==> config.mk <==
export PLATFORM = sky130hd
export DESIGN_NAME = i2s_tx_10xe_axi4_lite_regs
export DESIGN_NICKNAME = d
export VERILOG_FILES = /design/src/rtl/i2s_tx_10xe_axi4_lite_regs.sv
export SDC_FILE = /design/constraint.sdc
export NUM_CORES = 1
export LEC_CHECK = 0
export CAP_MARGIN = 20
export CORE_AREA = 2 2 107 57
export CTS_CLUSTER_SIZE = 8
export DETAILED_ROUTE_END_ITERATION = 12
export DIE_AREA = 0 0 109 59
export GPL_TIMING_DRIVEN = 0
export PLACE_DENSITY = 0.87
export SLEW_MARGIN = 0
export SYNTH_ARGS = -nofsm -noshare
export SYNTH_HDL_FRONTEND = slang
export SYNTH_SLANG_ARGS = --single-unit
==> constraint.sdc <==
create_clock -name s_axi_ctrl_aclk -period 4.83 [get_ports s_axi_ctrl_aclk]
set_input_delay 0.483 -clock s_axi_ctrl_aclk [delete_from_list [all_inputs] [get_ports s_axi_ctrl_aclk]]
set_output_delay 0.483 -clock s_axi_ctrl_aclk [all_outputs]
set_load 0.05 [all_outputs]
==> src/rtl/i2s_tx_10xe_axi4_lite_regs.sv <==
// AXI4-Lite register block for the I2S transmitter control port.
// Independent write/read FSMs, W1C interrupt status and a registered, masked irq.
module i2s_tx_10xe_axi4_lite_regs #(
  parameter logic [31:0] VERSION      = 32'h0001_0000,
  parameter logic [31:0] CORE_CFG     = 32'h0000_0001,
  parameter logic [7:0]  SCLK_DIV_RST = 8'h04
) (
  input  logic        s_axi_ctrl_aclk,
  input  logic        s_axi_ctrl_aresetn,
  input  logic        s_axi_ctrl_awvalid,
  output logic        s_axi_ctrl_awready,
  input  logic [7:0]  s_axi_ctrl_awaddr,
  input  logic        s_axi_ctrl_wvalid,
  output logic        s_axi_ctrl_wready,
  input  logic [31:0] s_axi_ctrl_wdata,
  output logic        s_axi_ctrl_bvalid,
  input  logic        s_axi_ctrl_bready,
  output logic [1:0]  s_axi_ctrl_bresp,
  input  logic        s_axi_ctrl_arvalid,
  output logic        s_axi_ctrl_arready,
  input  logic [7:0]  s_axi_ctrl_araddr,
  output logic        s_axi_ctrl_rvalid,
  input  logic        s_axi_ctrl_rready,
  output logic [1:0]  s_axi_ctrl_rresp,
  output logic [31:0] s_axi_ctrl_rdata,
  input  logic        evt_underflow,
  input  logic        evt_block_done,
  output logic        tx_enable,
  output logic        tx_validity,
  output logic [7:0]  sclk_div,
  output logic        irq
);

  // Handshakes: a beat transfers on a rising edge where valid and ready are both high;
  // valid, once raised, is held with stable payload until that edge.
  localparam logic [5:0] IDX_VERSION  = 6'h00;
  localparam logic [5:0] IDX_CONFIG   = 6'h01;
  localparam logic [5:0] IDX_CONTROL  = 6'h02;
  localparam logic [5:0] IDX_VALIDITY = 6'h03;
  localparam logic [5:0] IDX_IRQ_EN   = 6'h04;
  localparam logic [5:0] IDX_IRQ_STAT = 6'h05;
  localparam logic [5:0] IDX_TIMING   = 6'h08;

  localparam logic [1:0] RESP_OKAY   = 2'b00;
  localparam logic [1:0] RESP_SLVERR = 2'b10;

  typedef enum logic {W_IDLE, W_RESP} w_state_t;
  typedef enum logic {R_IDLE, R_RESP} r_state_t;

  w_state_t w_state;
  r_state_t r_state;

  logic       aw_got, w_got;
  logic [5:0] aw_idx_q;
  logic [8:0] w_data_q;   // {wdata[31], wdata[7:0]}: the only bits any register keeps
  logic       wr_en;

  logic       ctrl_q, valid_q, irq_glb_q;
  logic [1:0] irq_src_en_q, irq_stat_q, stat_clr;
  logic [7:0] timing_q;

  logic [31:0] rd_mux;
  logic        rd_ok;

  logic unused_ok;
  assign unused_ok = ^{s_axi_ctrl_wdata[30:8], s_axi_ctrl_awaddr[1:0], s_axi_ctrl_araddr[1:0]};

  function automatic logic idx_mapped(input logic [5:0] idx);
    case (idx)
      IDX_VERSION, IDX_CONFIG, IDX_CONTROL, IDX_VALIDITY,
      IDX_IRQ_EN, IDX_IRQ_STAT, IDX_TIMING: idx_mapped = 1'b1;
      default:                              idx_mapped = 1'b0;
    endcase
  endfunction

  assign wr_en    = (w_state == W_IDLE) && aw_got && w_got;
  assign stat_clr = (wr_en && aw_idx_q == IDX_IRQ_STAT) ? w_data_q[1:0] : 2'b00;

  always_ff @(posedge s_axi_ctrl_aclk or negedge s_axi_ctrl_aresetn) begin
    if (!s_axi_ctrl_aresetn) begin
      w_state            <= W_IDLE;
      s_axi_ctrl_awready <= 1'b0;
      s_axi_ctrl_wready  <= 1'b0;
      s_axi_ctrl_bvalid  <= 1'b0;
      s_axi_ctrl_bresp   <= RESP_OKAY;
      aw_got             <= 1'b0;
      w_got              <= 1'b0;
      aw_idx_q           <= 6'h00;
      w_data_q           <= 9'h000;
    end else begin
      case (w_state)
        W_IDLE: begin
          if (aw_got && w_got) begin
            s_axi_ctrl_bvalid <= 1'b1;
            s_axi_ctrl_bresp  <= idx_mapped(aw_idx_q) ? RESP_OKAY : RESP_SLVERR;
            w_state           <= W_RESP;
          end else begin
            // Each channel closes on its own once its beat is held.
            if (s_axi_ctrl_awvalid && s_axi_ctrl_awready) begin
              aw_idx_q           <= s_axi_ctrl_awaddr[7:2];
              aw_got             <= 1'b1;
              s_axi_ctrl_awready <= 1'b0;
            end else if (!aw_got) begin
              s_axi_ctrl_awready <= 1'b1;
            end
            if (s_axi_ctrl_wvalid && s_axi_ctrl_wready) begin
              w_data_q          <= {s_axi_ctrl_wdata[31], s_axi_ctrl_wdata[7:0]};
              w_got             <= 1'b1;
              s_axi_ctrl_wready <= 1'b0;
            end else if (!w_got) begin
              s_axi_ctrl_wready <= 1'b1;
            end
          end
        end
        W_RESP: begin
          if (s_axi_ctrl_bready) begin
            s_axi_ctrl_bvalid  <= 1'b0;
            aw_got             <= 1'b0;
            w_got              <= 1'b0;
            s_axi_ctrl_awready <= 1'b1;
            s_axi_ctrl_wready  <= 1'b1;
            w_state            <= W_IDLE;
          end
        end
        default: w_state <= W_IDLE;
      endcase
    end
  end

  always_ff @(posedge s_axi_ctrl_aclk or negedge s_axi_ctrl_aresetn) begin
    if (!s_axi_ctrl_aresetn) begin
      ctrl_q       <= 1'b0;
      valid_q      <= 1'b0;
      irq_glb_q    <= 1'b0;
      irq_src_en_q <= 2'b00;
      irq_stat_q   <= 2'b00;
      timing_q     <= SCLK_DIV_RST;
      irq          <= 1'b0;
    end else begin
      if (wr_en) begin
        case (aw_idx_q)
          IDX_CONTROL:  ctrl_q  <= w_data_q[0];
          IDX_VALIDITY: valid_q <= w_data_q[0];
          IDX_IRQ_EN: begin
            irq_glb_q    <= w_data_q[8];
            irq_src_en_q <= w_data_q[1:0];
          end
          IDX_TIMING:   timing_q <= w_data_q[7:0];
          default: ;
        endcase
      end
      // A new event in the clearing cycle wins over the W1C.
      irq_stat_q <= (irq_stat_q & ~stat_clr) | {evt_block_done, evt_underflow};
      irq        <= irq_glb_q & |(irq_stat_q & irq_src_en_q);
    end
  end

  always_comb begin
    rd_mux = 32'h0;
    rd_ok  = 1'b1;
    case (s_axi_ctrl_araddr[7:2])
      IDX_VERSION:  rd_mux = VERSION;
      IDX_CONFIG:   rd_mux = CORE_CFG;
      IDX_CONTROL:  rd_mux = {31'h0, ctrl_q};
      IDX_VALIDITY: rd_mux = {31'h0, valid_q};
      IDX_IRQ_EN:   rd_mux = {irq_glb_q, 29'h0, irq_src_en_q};
      IDX_IRQ_STAT: rd_mux = {30'h0, irq_stat_q};
      IDX_TIMING:   rd_mux = {24'h0, timing_q};
      default:      rd_ok  = 1'b0;
    endcase
  end

  always_ff @(posedge s_axi_ctrl_aclk or negedge s_axi_ctrl_aresetn) begin
    if (!s_axi_ctrl_aresetn) begin
      r_state            <= R_IDLE;
      s_axi_ctrl_arready <= 1'b0;
      s_axi_ctrl_rvalid  <= 1'b0;
      s_axi_ctrl_rdata   <= 32'h0;
      s_axi_ctrl_rresp   <= RESP_OKAY;
    end else begin
      case (r_state)
        R_IDLE: begin
          if (s_axi_ctrl_arvalid && s_axi_ctrl_arready) begin
            s_axi_ctrl_rdata   <= rd_mux;
            s_axi_ctrl_rresp   <= rd_ok ? RESP_OKAY : RESP_SLVERR;
            s_axi_ctrl_rvalid  <= 1'b1;
            s_axi_ctrl_arready <= 1'b0;
            r_state            <= R_RESP;
          end else begin
            s_axi_ctrl_arready <= 1'b1;
          end
        end
        R_RESP: begin
          if (s_axi_ctrl_rready) begin
            s_axi_ctrl_rvalid  <= 1'b0;
            s_axi_ctrl_arready <= 1'b1;
            r_state            <= R_IDLE;
          end
        end
        default: r_state <= R_IDLE;
      endcase
    end
  end

  assign tx_enable   = ctrl_q;
  assign tx_validity = valid_q;
  assign sclk_div    = timing_q;

endmodule
* Yosys cells after proc, flatten, opt, wreduce, memory -nomap -nowiden
Index checks and enable logic that the tools add are counted.
** Operators by class
- Equal/unequal tests :: 21
- Muxes and demuxes :: 38
- Bitwise logic cells :: 8
- Reduce and logical (&&, ||, !) cells :: 26
** Operator list (count)
- $pmux W32 S7 :: 1
- $mux W1 :: 25
- $eq A6 B2 Y1 const B :: 4
- $eq A6 B3 Y1 const B :: 4
- $pmux W1 S2 :: 9
- $reduce_and A3 Y1 :: 6
- $reduce_and A2 Y1 :: 8
- $reduce_or A7 Y1 :: 2
- $eq A6 B1 Y1 const B :: 2
- $eq A6 B4 Y1 const B :: 2
- $logic_not A6 Y1 :: 2
- $ne A2 B2 Y1 const B :: 4
- $logic_and A1 B1 Y1 :: 7
- $mux W2 :: 3
- $ne A2 B1 Y1 const B :: 3
- $ne A3 B2 Y1 const B :: 2
- $and A2 B2 Y2 :: 2
- $not A1 Y1 :: 3
- $not A2 Y2 :: 1
- $or A2 B2 Y2 :: 1
- $reduce_or A2 Y1 :: 1
- $and A1 B1 Y1 :: 1
** Word-level totals
- Bits in registers :: 76
- Input bits :: 57
- Output and inout port bits :: 52
- Logic and storage cells :: 114

* Depth between registers and ports, before layout
Gate-level depths: netlist of the first run.
- Word-level depth :: 8
- Gate-level depth with buffers :: 5
- Depth with buffers taken out :: 4

* Worst setup path after synthesis of the first run
Ideal clock, no wire load.
- Kind :: reg-to-reg
- From :: register s_axi_ctrl_arready
- To :: register s_axi_ctrl_rdata[31]
- Library setup time :: 0.069 ns
- Arrival :: 1.582 ns
- Required time :: 4.761 ns
- Slack :: 3.179 ns
- Stages on the path, launching flop included :: 5
- Path buffers :: 0
- Clock period less this slack :: 1.651 ns
- Cells stage by stage :: dfrtp_1 nand3b_4 or3_1 nor3b_1 a32o_1
** Between the ends
- Longest elaborated chain between the ends :: 2
** RTL lines
- start: declaration :: RTL line 20 : output logic s_axi_ctrl_arready,
- start signal: assignment :: RTL line 176 : s_axi_ctrl_arready <= 1'b0;
- start signal: assignment :: RTL line 187 : s_axi_ctrl_arready <= 1'b0;
- start signal: assignment :: RTL line 190 : s_axi_ctrl_arready <= 1'b1;
- $logic_and A1 B1 Y1 :: RTL line 183 : if (s_axi_ctrl_arvalid && s_axi_ctrl_arready) begin
- $reduce_and A2 Y1 (no line)
- end signal: assignment :: RTL line 184 : s_axi_ctrl_rdata <= rd_mux;
- end: declaration :: RTL line 25 : output logic [31:0] s_axi_ctrl_rdata,
No other way between the ends.
A chain may end at the register's enable or synchronous reset.

* Worst setup path after layout of the first run
- From :: register timing_q[2] (netlist: sclk_div[2])
- To :: output sclk_div[2]
** RTL lines
- start: declaration :: RTL line 60 : logic [7:0] timing_q;
- start signal: assignment :: RTL line 148 : IDX_TIMING: timing_q <= w_data_q[7:0];
- end: declaration :: RTL line 30 : output logic [7:0] sclk_div,
No word-level cell between the ends.

==> flow_metrics.env, run 1 <==
export IMPL_status="finished, final reports clean"
export IMPL_cts_sinks=52
export IMPL_required_ns=4.35
export IMPL_synth_seq_cells=52
export IMPL_p_int_uw=1063
export IMPL_pwr_share_clk_pct=18.4
export IMPL_p_switching_uw=668.4
export IMPL_p_leak_uw=0.001505
export IMPL_hold_viol_final=0
export IMPL_die_area_sq_um=6431
export IMPL_ios=109
export IMPL_cts_root_buffer="clkbuf_8"
export IMPL_hpwl_um=3685
export IMPL_ctsResizeCount=0
export IMPL_drtIter0Drc=105
export IMPL_cts_tree="done"
export IMPL_hold_buffers=0
export IMPL_ys_seq_area_share_pct=55.28
export IMPL_fp_dieH_um=59
export IMPL_nets=330
export IMPL_fin_util_pct=60.14
export IMPL_drcViolationCount=0
export IMPL_initial_utilization_pct=43.66
export IMPL_fp_dieW_um=109
export IMPL_irDropWorstVdd_v=0.0003532
export IMPL_cp_max_fo=3
export IMPL_start_kind="flip-flop"
export IMPL_maxCapViolations=0
export IMPL_wire_per_inst_um=13.61
export IMPL_drive_above_1_share_pct=26.64
export IMPL_grt_pass1_wl_um=7507
export IMPL_viasPerCell=4.746
export IMPL_dr_pass1_iters=5
export IMPL_rows=19
export IMPL_power_frac_seq_pct=41.7
export IMPL_clock_latency_ns=0.30
export IMPL_grt_pass1_vias=1550
export IMPL_syn_inst=185
export IMPL_synth_edff_count=0
export IMPL_grt_overflow=0
export IMPL_gp_congestion=0.8130
export IMPL_crit_arrival_ns=1.66
export IMPL_combPwrFrac_pct=39.9
export IMPL_fin_crit_sh_pct=44.33
export IMPL_core_sq_um=5396
export IMPL_fin_setup_tns_ns=0
export IMPL_cp_end_kind="output port"
export IMPL_finClkSkew_ns=0.008743
export IMPL_grt_max_degree=41
export IMPL_critPathBufInv=1
export IMPL_fillers=408
export IMPL_switching_share_pct=38.60
export IMPL_ant_nets=0
export IMPL_tightest_slew_ns=0.5213
export IMPL_antennaDiodeCount=0
export IMPL_synth_cell_type_count=43
export IMPL_syn_mean_instance_area_sq_um=12.74
export IMPL_antenna_found_initial=0
export IMPL_criticalPathCategory="reg2out"
export IMPL_drt_total_wl_um=4723
export IMPL_clk_path_buf_depth=2
export IMPL_rsz0062_at_grt="no"
export IMPL_groute_usage_overall_pct=15.32
export IMPL_ys_warn_count=0
export IMPL_ys_flop_type="dfrtp_1"
export IMPL_min_period_ns=2.141
export IMPL_fmax_mhz=467.0
export IMPL_finalMaxSlewViolations=0
export IMPL_setup_violations=0
export IMPL_path_delay_family="buffers and inverters"
export IMPL_crit_chain="clkdlybuf4s50_1"
export IMPL_netlist_area_sq_um=2356
export IMPL_io_buffers=57
export IMPL_clk_pin_slew_ns=0.09
export IMPL_post_cts_buffers=0
export IMPL_crit_slowest_cell="clkdlybuf4s50_1"
export IMPL_hp_class="in2async"
export IMPL_powerDensity_nw_per_um2=533.6
export IMPL_dr_total_vias=1647
export IMPL_numCtsBuffers=5
export IMPL_slew_headroom_pct=65.14
export IMPL_synthArstFlopShare_pct=100.0
export IMPL_area_growth_pct=37.76
export IMPL_h_tree_depth=2
export IMPL_crit_path_max_incr_delay_ns=0.81
[flip-flops by register name, indices dropped and copies added, names as in the netlist, 2 cells and up]
register          count
irq_src_en_q          2
sclk_div              8
s_axi_ctrl_rdata     10
irq_stat_q            2
w_data_q              9
aw_idx_q              6
[cells in the mapped netlist, types with 2 or more instances]
library cell	n	area share [%]
dfrtp_1	51	54
mux2_2	25	12
buf_4	24	7.6
nand2_1	10	1.6
nor2_1	8	1.3
a22o_1	7	2.6
a21oi_1	5	1.1
a21o_1	4	1.3
nand3_1	4	0.85
and3_1	3	0.80
mux2_4	3	1.9
nor2b_1	3	0.80
o21ai_0	3	0.64
buf_2	2	0.42
inv_1	2	0.32
nand4_1	2	0.53
nor3_1	2	0.42
nor3b_1	2	0.64
[layer usage]
metal  wire (um)  GRT usage [%]  vias up
met5           0              0        -
met1        2012          19.61      791
li1            -              -      789
met3         352          3.516        5
met4          42          3.846        0
met2        2316          26.80       62
[placed cells by master, fill, tap and decap left out, drive strengths merged, types with 2 or more instances in the layout]
cell / instances
a21o: 4
a21oi: 5
a22o: 7
and3: 3
buf: 28
clkbuf: 9
clkdlybuf4s50: 56
conb: 24
dfrtp: 51
inv: 2
mux2: 28
nand2: 10
nand3: 4
nand3b: 2
nand4: 2
nor2: 8
nor2b: 3
nor3: 3
nor3b: 2
nor4: 2
o21ai: 3
[power by group through the flow]
stage	clock network, uW	logic [uW]	registers, uW
2_1_floorplan	0	314	880
3_3_place_gp	0	674	718
3_5_place_dp	0	692	731
4_1_cts	323	696	722
5_1_grt	343	736	745
6_report	318	691	723
[kinds of logic (layout without fill, tap and decap cells)]
family                 count (synthesis)  after routing  share of synthesized area (%)
flip-flops                            52             52                          55.28
other                                  1             24                         0.1592
AO/OA/AOI/OAI                         28             28                          8.763
multiplexers                          29             29                          14.29
AND/OR/NAND/NOR                       45             45                          12.75
buffers and inverters                 30             96                          8.762
[final timing paths]
kind	start	end	slack, ns	cells after the start
min in group s_axi_ctrl_aclk	s_axi_ctrl_rdata[16]$_DFFE_PN0P_	s_axi_ctrl_rdata[16]$_DFFE_PN0P_	0.49	2
max in group asynchronous	s_axi_ctrl_aresetn	sclk_div[2]$_DFFE_PN1P_	4.21	2
max	sclk_div[2]$_DFFE_PN1P_	sclk_div[2]	2.69	1
max reg2reg	w_state$_DFF_PN0_	irq_glb_q$_DFFE_PN0P_	3.18	4
min reg2reg	s_axi_ctrl_rdata[16]$_DFFE_PN0P_	s_axi_ctrl_rdata[16]$_DFFE_PN0P_	0.49	2
min	s_axi_ctrl_aresetn	aw_idx_q[5]$_DFFE_PN0P_	0.06	1
[metrics by stage]
stage,hold slack (ns),power [uW],worst slack [ns],cells,cell area [sq um]
global route,0.06953,1825,2.641,347,3246
floorplan,0.1874,1194,3.179,208,2442
finish,0.06470,1732,2.689,347,3246
detailed placement,0.3901,1423,2.800,339,3119
CTS,0.07206,1741,2.682,347,3246
global placement,0.4621,1392,1.918,338,3104
[cell type report]
cell class              count  area [sq um]  area share, %
clock buffers               7         96.34          2.968
clock inverters             1         30.03         0.9252
multi-input cells         126         933.4          28.76
flip-flops and latches     52          1303          40.13
plain buffers              28         198.9          6.130
repair buffers             58         585.6          18.04
inverters                   2         7.507         0.2313
well taps                  73         91.34          2.814
Note: power is estimated with default switching activity, not from simulation.
==> run 2: changes to the inputs <==
--- a/config.mk
+++ b/config.mk
@@ -6,12 +6,12 @@
 export NUM_CORES = 1
 export LEC_CHECK = 0
 export CAP_MARGIN = 20
-export CORE_AREA = 2 2 107 57
+export CORE_AREA = 2 2 111 59
 export CTS_CLUSTER_SIZE = 8
 export DETAILED_ROUTE_END_ITERATION = 12
-export DIE_AREA = 0 0 109 59
+export DIE_AREA = 0 0 113 61
 export GPL_TIMING_DRIVEN = 0
-export PLACE_DENSITY = 0.87
+export PLACE_DENSITY = 0.82
 export SLEW_MARGIN = 0
 export SYNTH_ARGS = -nofsm -noshare
 export SYNTH_HDL_FRONTEND = slang
==> constraint.sdc (replaced) <==
create_clock -name s_axi_ctrl_aclk -period 2.2 [get_ports s_axi_ctrl_aclk]
set_input_delay 0.22 -clock s_axi_ctrl_aclk [delete_from_list [all_inputs] [get_ports s_axi_ctrl_aclk]]
set_output_delay 0.22 -clock s_axi_ctrl_aclk [all_outputs]
set_load 0.05 [all_outputs]
==> run 2 against run 1 <==
Against the previous run:
- the flow now finishes with violations (DRC)
- combinational power grew 120%
- global-route usage rose by 0.84 points
- worst setup slack got worse by 2.3 ns
- critical endpoint unchanged
- largest cell class unchanged
- largest power group unchanged
==> flow_metrics.env, run 2 (synthesized netlist as in run 1, its figures left out) <==
export IMPL_met2_usage_pct=25.92
export IMPL_drcViolationCount=6
export IMPL_fillers=500
export IMPL_grt_busiest_layer="met2"
export IMPL_drtIter0Drc=62
export IMPL_power_total_uw=3975
export IMPL_die_area_sq_um=6893
export IMPL_antenna_found_initial=0
export IMPL_finalMaxSlewViolations=0
export IMPL_ios=109
export IMPL_fin_crit_sh_pct=84.53
export IMPL_fin_hold_ws_ns=0.4691
export IMPL_grt_overflow=0
export IMPL_dpl_cell_area_sq_um=3124
export IMPL_grt_pass1_wl_um=8424
export IMPL_layout_common_cells="clkdlybuf4s50_1 (56), dfrtp_1 (51), mux2_2 (25), buf_4 (24), conb_1 (24)"
export IMPL_ant_nets=0
export IMPL_rows=20
export IMPL_slew_headroom_pct=61.25
export IMPL_post_cts_buffers=0
export IMPL_numCtsBuffers=5
export IMPL_irDropWorstVdd_v=0.0006441
export IMPL_start_kind="flip-flop"
export IMPL_p_leak_uw=0.001525
export IMPL_critPathBufInv=1
export IMPL_ctsResizeCount=0
export IMPL_antennaDiodeCount=0
export IMPL_grt_max_degree=29
export IMPL_crit_arrival_ns=1.64
export IMPL_setup_ws_ns=0.3404
export IMPL_clock_latency_ns=0.29
export IMPL_hpwl_um=3999
export IMPL_setup_violations=0
export IMPL_dp_slack_ns=0.3812
export IMPL_drive_above_1_share_pct=26.18
export IMPL_dr_total_vias=1688
export IMPL_dr_pass1_iters=8
export IMPL_cp_max_fo=3
export IMPL_tightest_slew_ns=0.5760
export IMPL_multi_input_area_sq_um=933.4
export IMPL_viasPerCell=4.795
export IMPL_nets=331
export IMPL_powerDensity_nw_per_um2=1205
export IMPL_gp_congestion=0.7538
export IMPL_initial_utilization_pct=39.89
export IMPL_h_tree_depth=2
export IMPL_status="finished with violations"
export IMPL_rsz0062_at_grt="no"
export IMPL_hold_viol_final=0
export IMPL_crit_path_max_incr_delay_ns=0.81
export IMPL_drt_total_wl_um=5201
export IMPL_area_growth_pct=39.99
export IMPL_regMostFlops="s_axi_ctrl_rdata"
export IMPL_crit_chain="clkdlybuf4s50_1"
export IMPL_io_buffers=57
export IMPL_wire_per_inst_um=14.78
export IMPL_fmax_mhz=537.8
export IMPL_seq_area_sq_um=1303
export IMPL_cts_sinks=52
export IMPL_maxCapViolations=0
export IMPL_finClkSkew_ns=0.006782
export IMPL_fp_dieW_um=113
export IMPL_final_common_cell="clkdlybuf4s50_1"
export IMPL_grt_met1_usage_pct=22.20
export IMPL_groute_usage_overall_pct=16.16
export IMPL_path_delay_family="buffers and inverters"
export IMPL_largest_register_ffs=10
export IMPL_cts_root_buffer="clkbuf_16"
export IMPL_finalInstanceArea_sq_um=3298
export IMPL_crit_slowest_cell="clkdlybuf4s50_1"
export IMPL_criticalPathCategory="reg2out"
export IMPL_fin_cells=352
export IMPL_cp_end_kind="output port"
export IMPL_min_period_ns=1.860
export IMPL_grt_pass1_vias=1686
export IMPL_met3_usage_pct=5.395
export IMPL_core_sq_um=5906
export IMPL_clk_pin_slew_ns=0.07
export IMPL_dpl_cell_count=343
export IMPL_hp_class="in2async"
export IMPL_violations="DRC"
export IMPL_clk_path_buf_depth=2
export IMPL_fp_dieH_um=61
export IMPL_required_ns=1.98
export IMPL_cts_tree="done"
## run 2: final timing paths
path / startpoint / endpoint / slack [ns] / cells after the start
max in group asynchronous: s_axi_ctrl_aresetn / aw_idx_q[0]$_DFFE_PN0P_ / 1.18 / 3
min: s_axi_ctrl_aresetn / sclk_div[4]$_DFFE_PN0P_ / 0.47 / 2
min in group s_axi_ctrl_aclk: s_axi_ctrl_rvalid$_DFFE_PN0P_ / s_axi_ctrl_rvalid$_DFFE_PN0P_ / 0.48 / 2
max: sclk_div[2]$_DFFE_PN1P_ / sclk_div[2] / 0.34 / 1
min reg2reg: s_axi_ctrl_rvalid$_DFFE_PN0P_ / s_axi_ctrl_rvalid$_DFFE_PN0P_ / 0.48 / 2
max reg2reg: aw_idx_q[3]$_DFFE_PN0P_ / tx_enable$_DFFE_PN0P_ / 0.42 / 4
## run 2: stage by stage
| stage | setup TNS, ns | util, % |
|---|---|---|
| floorplan | 0 | - |
| global placement | -29.67 | 52.65 |
| detailed placement | 0 | 52.90 |
| CTS | 0 | 55.85 |
| global route | 0 | 55.85 |
| finish | 0 | 55.85 |
## run 2: repair_timing
| action | 4_1_cts | 5_1_grt |
|---|---|---|
| setup endpoints to repair | 0 | 0 |
| hold endpoints to repair | 23 | 0 |
| hold buffers | 1 | 0 |
## run 2: area by class of cell
class / count / share of cell area [%]
Inverter: 2 / 0.2276
Clock inverter: 2 / 1.062
Clock buffer: 6 / 3.907
Tap cell: 77 / 2.921
Buffer: 28 / 6.032
Timing Repair Buffer: 59 / 18.06
Sequential cell: 52 / 39.49
Multi-Input combinational cell: 126 / 28.30
## run 2: routing by layer
layer | vias to the layer above | routed length, um
li1 | 794 | -
met1 | 840 | 2423
met2 | 54 | 2397
met3 | 0 | 380
met4 | 0 | 0
met5 | - | 0
## run 2: power breakdown
part / internal (uW) / switching, uW / leakage, uW
combinational: 660 / 870 / 0.000800
clock: 535 / 320 / 0.0000808
sequential: 1280 / 312 / 0.000645
